==> config.mk <==
export PLATFORM = sky130hd
export DESIGN_NAME = excp_unit
export DESIGN_NICKNAME = d
export VERILOG_FILES = /design/src/rtl/excp_pkg.sv /design/src/rtl/excp_unit.sv
export SDC_FILE = /design/constraint.sdc
export NUM_CORES = 1
export LEC_CHECK = 0
export BUFFER_PORTS_ARGS = -buffer_cell sky130_fd_sc_hd__buf_2
export CAP_MARGIN = 20
export CORE_AREA = 2 2 98 100
export CTS_BUF_LIST = sky130_fd_sc_hd__clkbuf_4 sky130_fd_sc_hd__clkbuf_8
export DETAILED_ROUTE_END_ITERATION = 10
export DIE_AREA = 0 0 100 102
export PLACE_DENSITY = 0.73
export REMOVE_ABC_BUFFERS = 1
export SLEW_MARGIN = 10
export SYNTH_ARGS = -nofsm -noshare
export SYNTH_HDL_FRONTEND = slang
export SYNTH_SLANG_ARGS = --single-unit
==> constraint.sdc <==
create_clock -name clk -period 1.69 [get_ports clk]
set_input_delay 0.338 -clock clk [delete_from_list [all_inputs] [get_ports clk]]
set_output_delay 0.338 -clock clk [all_outputs]
set_load 0.05 [all_outputs]
==> src/rtl/excp_pkg.sv <==
// excp_pkg: shared CSR addresses, cause codes, bit indices and state types for the trap sequencer
package excp_pkg;

    localparam int XLEN = 32;

    localparam logic [11:0] CSR_MSTATUS = 12'h300;
    localparam logic [11:0] CSR_MIE     = 12'h304;
    localparam logic [11:0] CSR_MTVEC   = 12'h305;
    localparam logic [11:0] CSR_MEPC    = 12'h341;
    localparam logic [11:0] CSR_MCAUSE  = 12'h342;

    localparam logic [XLEN-1:0] CAUSE_ECALL  = 32'd11;
    localparam logic [XLEN-1:0] CAUSE_EBREAK = 32'd3;
    localparam logic [XLEN-1:0] CAUSE_EXT    = 32'h8000_000B;
    localparam logic [XLEN-1:0] CAUSE_TIMER  = 32'h8000_0007;

    localparam int MSTATUS_MIE    = 3;
    localparam int MSTATUS_MPIE   = 7;
    localparam int MSTATUS_MPP_LO = 11;
    localparam int MSTATUS_MPP_HI = 12;

    localparam int MIE_MTIE = 7;
    localparam int MIE_MEIE = 11;

    // Flush-request bit positions, also decoded by the pipeline controller
    localparam int FLUSH_EXCP = 0;
    localparam int FLUSH_IRQ  = 1;
    localparam int FLUSH_MRET = 2;

    localparam int STALL_ID = 2;

    typedef enum logic [2:0] {
        S_IDLE, S_W_MEPC, S_W_MCAUSE, S_W_MSTATUS, S_W_MRET, S_JUMP
    } state_t;

    typedef enum logic [2:0] {
        K_NONE, K_ECALL, K_EBREAK, K_EXT, K_TIMER, K_MRET
    } kind_t;

    // Trap entry: stash MIE into MPIE, disable interrupts, stay in machine mode
    function automatic logic [XLEN-1:0] trap_mstatus(input logic [XLEN-1:0] s);
        logic [XLEN-1:0] r;
        r = s;
        r[MSTATUS_MPIE] = s[MSTATUS_MIE];
        r[MSTATUS_MIE] = 1'b0;
        r[MSTATUS_MPP_HI:MSTATUS_MPP_LO] = 2'b11;
        return r;
    endfunction

    // Trap return: restore MIE from MPIE and re-arm MPIE
    function automatic logic [XLEN-1:0] mret_mstatus(input logic [XLEN-1:0] s);
        logic [XLEN-1:0] r;
        r = s;
        r[MSTATUS_MIE] = s[MSTATUS_MPIE];
        r[MSTATUS_MPIE] = 1'b1;
        return r;
    endfunction

endpackage

==> src/rtl/excp_unit.sv <==
// excp_unit: machine-mode trap sequencer writing mepc/mcause/mstatus and redirecting fetch
module excp_unit
    import excp_pkg::*;
(
    input  logic            clk,
    input  logic            rst,
    input  logic [5:0]      stall_i,
    input  logic            id_valid_i,
    input  logic [XLEN-1:0] id_inst_addr_i,
    input  logic [2:0]      id_excp_i,
    input  logic            irq_ext_i,
    input  logic            irq_timer_i,
    input  logic [XLEN-1:0] csr_mstatus_i,
    input  logic [XLEN-1:0] csr_mie_i,
    input  logic [XLEN-1:0] csr_mtvec_i,
    input  logic [XLEN-1:0] csr_mepc_i,
    output logic            csr_we_o,
    output logic [11:0]     csr_waddr_o,
    output logic [XLEN-1:0] csr_wdata_o,
    output logic            excp_stallreq_o,
    output logic [2:0]      excp_flushreq_o,
    output logic            excp_jump_req_o,
    output logic [XLEN-1:0] excp_jump_addr_o
);

    state_t          state, state_nx;
    kind_t           kind_q, kind_nx;
    logic [XLEN-1:0] mepc_q, cause_q, cause_nx;
    logic            accept, irq_ext, irq_tmr;
    logic            unused_bits;

    assign unused_bits = ^{csr_mie_i[XLEN-1:12], csr_mie_i[10:8], csr_mie_i[6:0],
                           csr_mtvec_i[1:0], stall_i[5:3], stall_i[1:0]};

    // Event selection in IDLE; rst gates it so outputs are quiet while reset is held
    always_comb begin
        accept  = (state == S_IDLE) & id_valid_i & !stall_i[STALL_ID] & !rst;
        irq_ext = csr_mstatus_i[MSTATUS_MIE] & irq_ext_i & csr_mie_i[MIE_MEIE];
        irq_tmr = csr_mstatus_i[MSTATUS_MIE] & irq_timer_i & csr_mie_i[MIE_MTIE];
        kind_nx = !accept     ? K_NONE   :
                  irq_ext     ? K_EXT    :
                  irq_tmr     ? K_TIMER  :
                  id_excp_i[0] ? K_ECALL  :
                  id_excp_i[1] ? K_EBREAK :
                  id_excp_i[2] ? K_MRET   : K_NONE;
        cause_nx = kind_nx == K_EXT    ? CAUSE_EXT    :
                   kind_nx == K_TIMER  ? CAUSE_TIMER  :
                   kind_nx == K_ECALL  ? CAUSE_ECALL  :
                   kind_nx == K_EBREAK ? CAUSE_EBREAK : '0;
    end

    // State register and trap context captured at accept
    always_ff @(posedge clk or posedge rst) begin
        if (rst) begin
            state   <= S_IDLE;
            kind_q  <= K_NONE;
            mepc_q  <= '0;
            cause_q <= '0;
        end else begin
            state <= state_nx;
            if (kind_nx != K_NONE) begin
                kind_q  <= kind_nx;
                mepc_q  <= id_inst_addr_i;
                cause_q <= cause_nx;
            end
        end
    end

    // Next state and all request/CSR-port outputs
    always_comb begin
        state_nx         = state;
        csr_we_o         = 1'b0;
        csr_waddr_o      = '0;
        csr_wdata_o      = '0;
        excp_stallreq_o  = 1'b0;
        excp_flushreq_o  = '0;
        excp_jump_req_o  = 1'b0;
        excp_jump_addr_o = '0;
        case (state)
            S_IDLE: if (kind_nx != K_NONE) begin
                excp_stallreq_o = 1'b1;
                excp_flushreq_o[FLUSH_IRQ]  = (kind_nx == K_EXT) | (kind_nx == K_TIMER);
                excp_flushreq_o[FLUSH_EXCP] = (kind_nx == K_ECALL) | (kind_nx == K_EBREAK);
                excp_flushreq_o[FLUSH_MRET] = kind_nx == K_MRET;
                state_nx = kind_nx == K_MRET ? S_W_MRET : S_W_MEPC;
            end
            S_W_MEPC: begin
                excp_stallreq_o = 1'b1;
                csr_we_o    = 1'b1;
                csr_waddr_o = CSR_MEPC;
                csr_wdata_o = mepc_q;
                state_nx    = S_W_MCAUSE;
            end
            S_W_MCAUSE: begin
                excp_stallreq_o = 1'b1;
                csr_we_o    = 1'b1;
                csr_waddr_o = CSR_MCAUSE;
                csr_wdata_o = cause_q;
                state_nx    = S_W_MSTATUS;
            end
            S_W_MSTATUS: begin
                excp_stallreq_o = 1'b1;
                csr_we_o    = 1'b1;
                csr_waddr_o = CSR_MSTATUS;
                csr_wdata_o = trap_mstatus(csr_mstatus_i);
                state_nx    = S_JUMP;
            end
            S_W_MRET: begin
                excp_stallreq_o = 1'b1;
                csr_we_o    = 1'b1;
                csr_waddr_o = CSR_MSTATUS;
                csr_wdata_o = mret_mstatus(csr_mstatus_i);
                state_nx    = S_JUMP;
            end
            S_JUMP: begin
                excp_jump_req_o  = 1'b1;
                excp_jump_addr_o = kind_q == K_MRET ? csr_mepc_i : {csr_mtvec_i[XLEN-1:2], 2'b00};
                state_nx         = S_IDLE;
            end
            default: state_nx = S_IDLE;
        endcase
    end

endmodule

==> metrics.txt <==
fin util ~55%; area of the multi-input gates about 1700 µm²; most frequent CP cell buf_6; Max-Cap Viols 0; max incr delay on CP 0.48 ns; maximum vdd drop ~1200 µV; highest clock rate 471 MHz; CTS clk-pin slew, worst paths 0.09 ns; Setup Skew ~0.0083 ns; yosys warns 0; CP arrival 1.79 ns; IO Port Bufs 211; worst min path class input pin to asynchronous set/reset pin; H-tree depth 2; worst skew pair latency approximately 0.3 ns; DP Area between 4000 and 5000 µm²; Fill cells 764; pwr dens 2070 nW/µm²; vias in the first global route ~3300; Worst path top cell family by delay buffers and inverters; Chip Height 102 µm; WP buf/inv 3; post-DP HPWL 7640 µm; Final Total Pwr 10.4 mW; outcome complete, but fails checks; Sequential Area between 1000 and 1500 µm²; FP Rows 35; leakage ~2.6 nW; vias per inst 4.94; Cell Area, Synth 2690 µm²; Hold Violations, Final 0; Reg2Reg Depth 7; clock buffer depth 2; Mapped Avg Cell Area 8.72 µm²; crit end category output pin; RSZ-0062 raised after global routing true; slowest CP cell dfrtp_2; cts hold-fix bufs 0; die outline area between 10000 and 15000 µm²; starting density of the core 29.6%; via count 3300; GR Util met2 40.2%; met3 Usage GRT 3.97%; CTS tree built; flops & latches, synth between 40 and 50; Area Growth Syn to Fin 87.1%; worst setup margin -0.434 ns; maximum number of pins on one net before global-route repair 32; final setup violation count 107; critical path startpoint category flip-flop; Synth Instances 309; WP depth 6; met1 Resource Use GR a little over a fifth; layout cells sized above 1 61.2%; minimum clock period 2.12 ns; clock root cell clkbuf_8; gr usage total 20.2%; antenna-violating nets left 0; Distinct cells, synth 34; crit path kind flip-flop to output pin; CTS Buf Count 5; io pins 256; n_diodes 0; failing checks negative setup slack; Die Span X 100 µm; core area 9110 µm²; most common cell after layout, fill and taps aside buf_2; CTS Sinks 42; CP max FO 11; global-route wire length before repair between 15000 and 20000 µm; drc violations 0; global placer's final weighted congestion 0.807; critical path cell sequence buf_6, nand2b_4, o21bai_4, clkbuf_16, a22o_1, buf_6; sequential cell area fraction in the yosys report 39.0%; Final period util 126%; initial antenna violation count 0; busiest grt layer met2; Pre-antenna DRT Iters 4; GRT overflow 0; max-slew violation count 0; Nets 730; commonest non-fill, non-tap cells in the layout buf_2, nand2_1, buf_4; Initial DRC Count 131; required time worst endpoint between 1 and 1.5 ns; drt total wl 11500 µm; setup_tns -30.89 ns; wire length per cell 17.2 µm; Final Cell Area approximately 5000 µm²
[synth_stat cells, drive strengths merged]
master / n / share of area (%)
inv: 8 / 1.1
nand2b: 3 / 0.70
nor3b: 1 / 0.46
o21ai: 13 / 2.4
nor2b: 1 / 0.23
buf: 17 / 4.7
o21bai: 2 / 0.56
and3: 5 / 1.2
dfrtp: 42 / 39
a22oi: 5 / 1.4
a22o: 25 / 8.1
mux2: 32 / 13
mux2i: 1 / 0.37
a21oi: 37 / 7.3
and4: 1 / 0.33
a211o: 1 / 0.33
nor2: 14 / 2.0
nand3: 6 / 1.6
a21o: 1 / 0.28
o22ai: 2 / 0.46
or2: 2 / 0.46
o2bb2ai: 2 / 0.65
nor3: 2 / 0.79
o31ai: 1 / 0.28
nand2: 71 / 9.9
clkbuf: 12 / 1.7
o21a: 1 / 0.28
conb: 1 / 0.14
[what timing repair did]
| action | CTS | global route |
|---|---|---|
| gates resized for setup | 154 | 47 |
| gates cloned | 0 | 4 |
| pin swaps | 8 | 2 |
| setup endpoints to repair | 107 | 107 |
| buffers inserted | 10 | 2 |
[routing by layer]
metal / share of wire, % / routed length, µm / up-vias
li1: - / - / 1559
met1: 35 / 4060 / 1536
met2: 55 / 6290 / 182
met3: 7.3 / 837 / 23
met4: 2.4 / 277 / 0
met5: 0 / 0 / -
[cell type report]
type | count | share of cell area, %
timing repair buffer | 263 | 40.3
sequential | 42 | 20.9
clock buffer | 6 | 1.64
multi-input combinational | 236 | 33.5
inverter | 8 | 0.596
tap | 111 | 2.76
clock inverter | 2 | 0.248
[registers in the layout, summed over array words and instances, names as in the netlist]
| register | count |
|---|---|
| cause_q | 4 |
| state | 3 |
| mepc_q | 32 |
| kind_q | 3 |
[worst min-delay path, cell delays in order]
cell and delay, ns:
buf_2 0.10, buf_4 0.12, inv_2 0.28
[cells by family after synthesis]
| kind of cell | Yosys count | synth area share [%] |
|---|---|---|
| flops | 42 | 39.0 |
| compound gates | 90 | 22.1 |
| other cells | 1 | 0.139 |
| mux | 33 | 13.7 |
| simple gates | 106 | 17.6 |
| buf+inv | 37 | 7.48 |
[report_power, final]
part           total (mW)  internal, mW  switching, mW
clock network       0.724         0.330          0.394
registers            1.90          1.51          0.390
logic                7.80          3.30           4.50
[stage by stage]
step                setup WS (ns)  cells  hold WS, ns
floorplan                   -1.38    286        0.459
global placement           -0.213    648        0.459
detailed placement         -0.242    648        0.466
CTS                        -0.409    665        0.128
global route               -0.505    668        0.138
finish                     -0.434    668        0.120
[final timing paths]
check | startpoint | endpoint | slack [ns]
hold / removal | rst | state[1]$_DFFE_PP0P_ | 0.12
setup / recovery | state[0]$_DFFE_PP0P_ | csr_wdata_o[25] | -0.43
setup reg to reg | state[1]$_DFFE_PP0P_ | mepc_q[11]$_DFFE_PP0P_ | -0.23
hold reg to reg | cause_q[3]$_DFFE_PP0P_ | cause_q[3]$_DFFE_PP0P_ | 0.52
max in group asynchronous | rst | mepc_q[1]$_DFFE_PP0P_ | 1.08
min in group clk | id_inst_addr_i[14] | mepc_q[14]$_DFFE_PP0P_ | 0.26
Note: power is estimated with default switching activity, not from simulation.
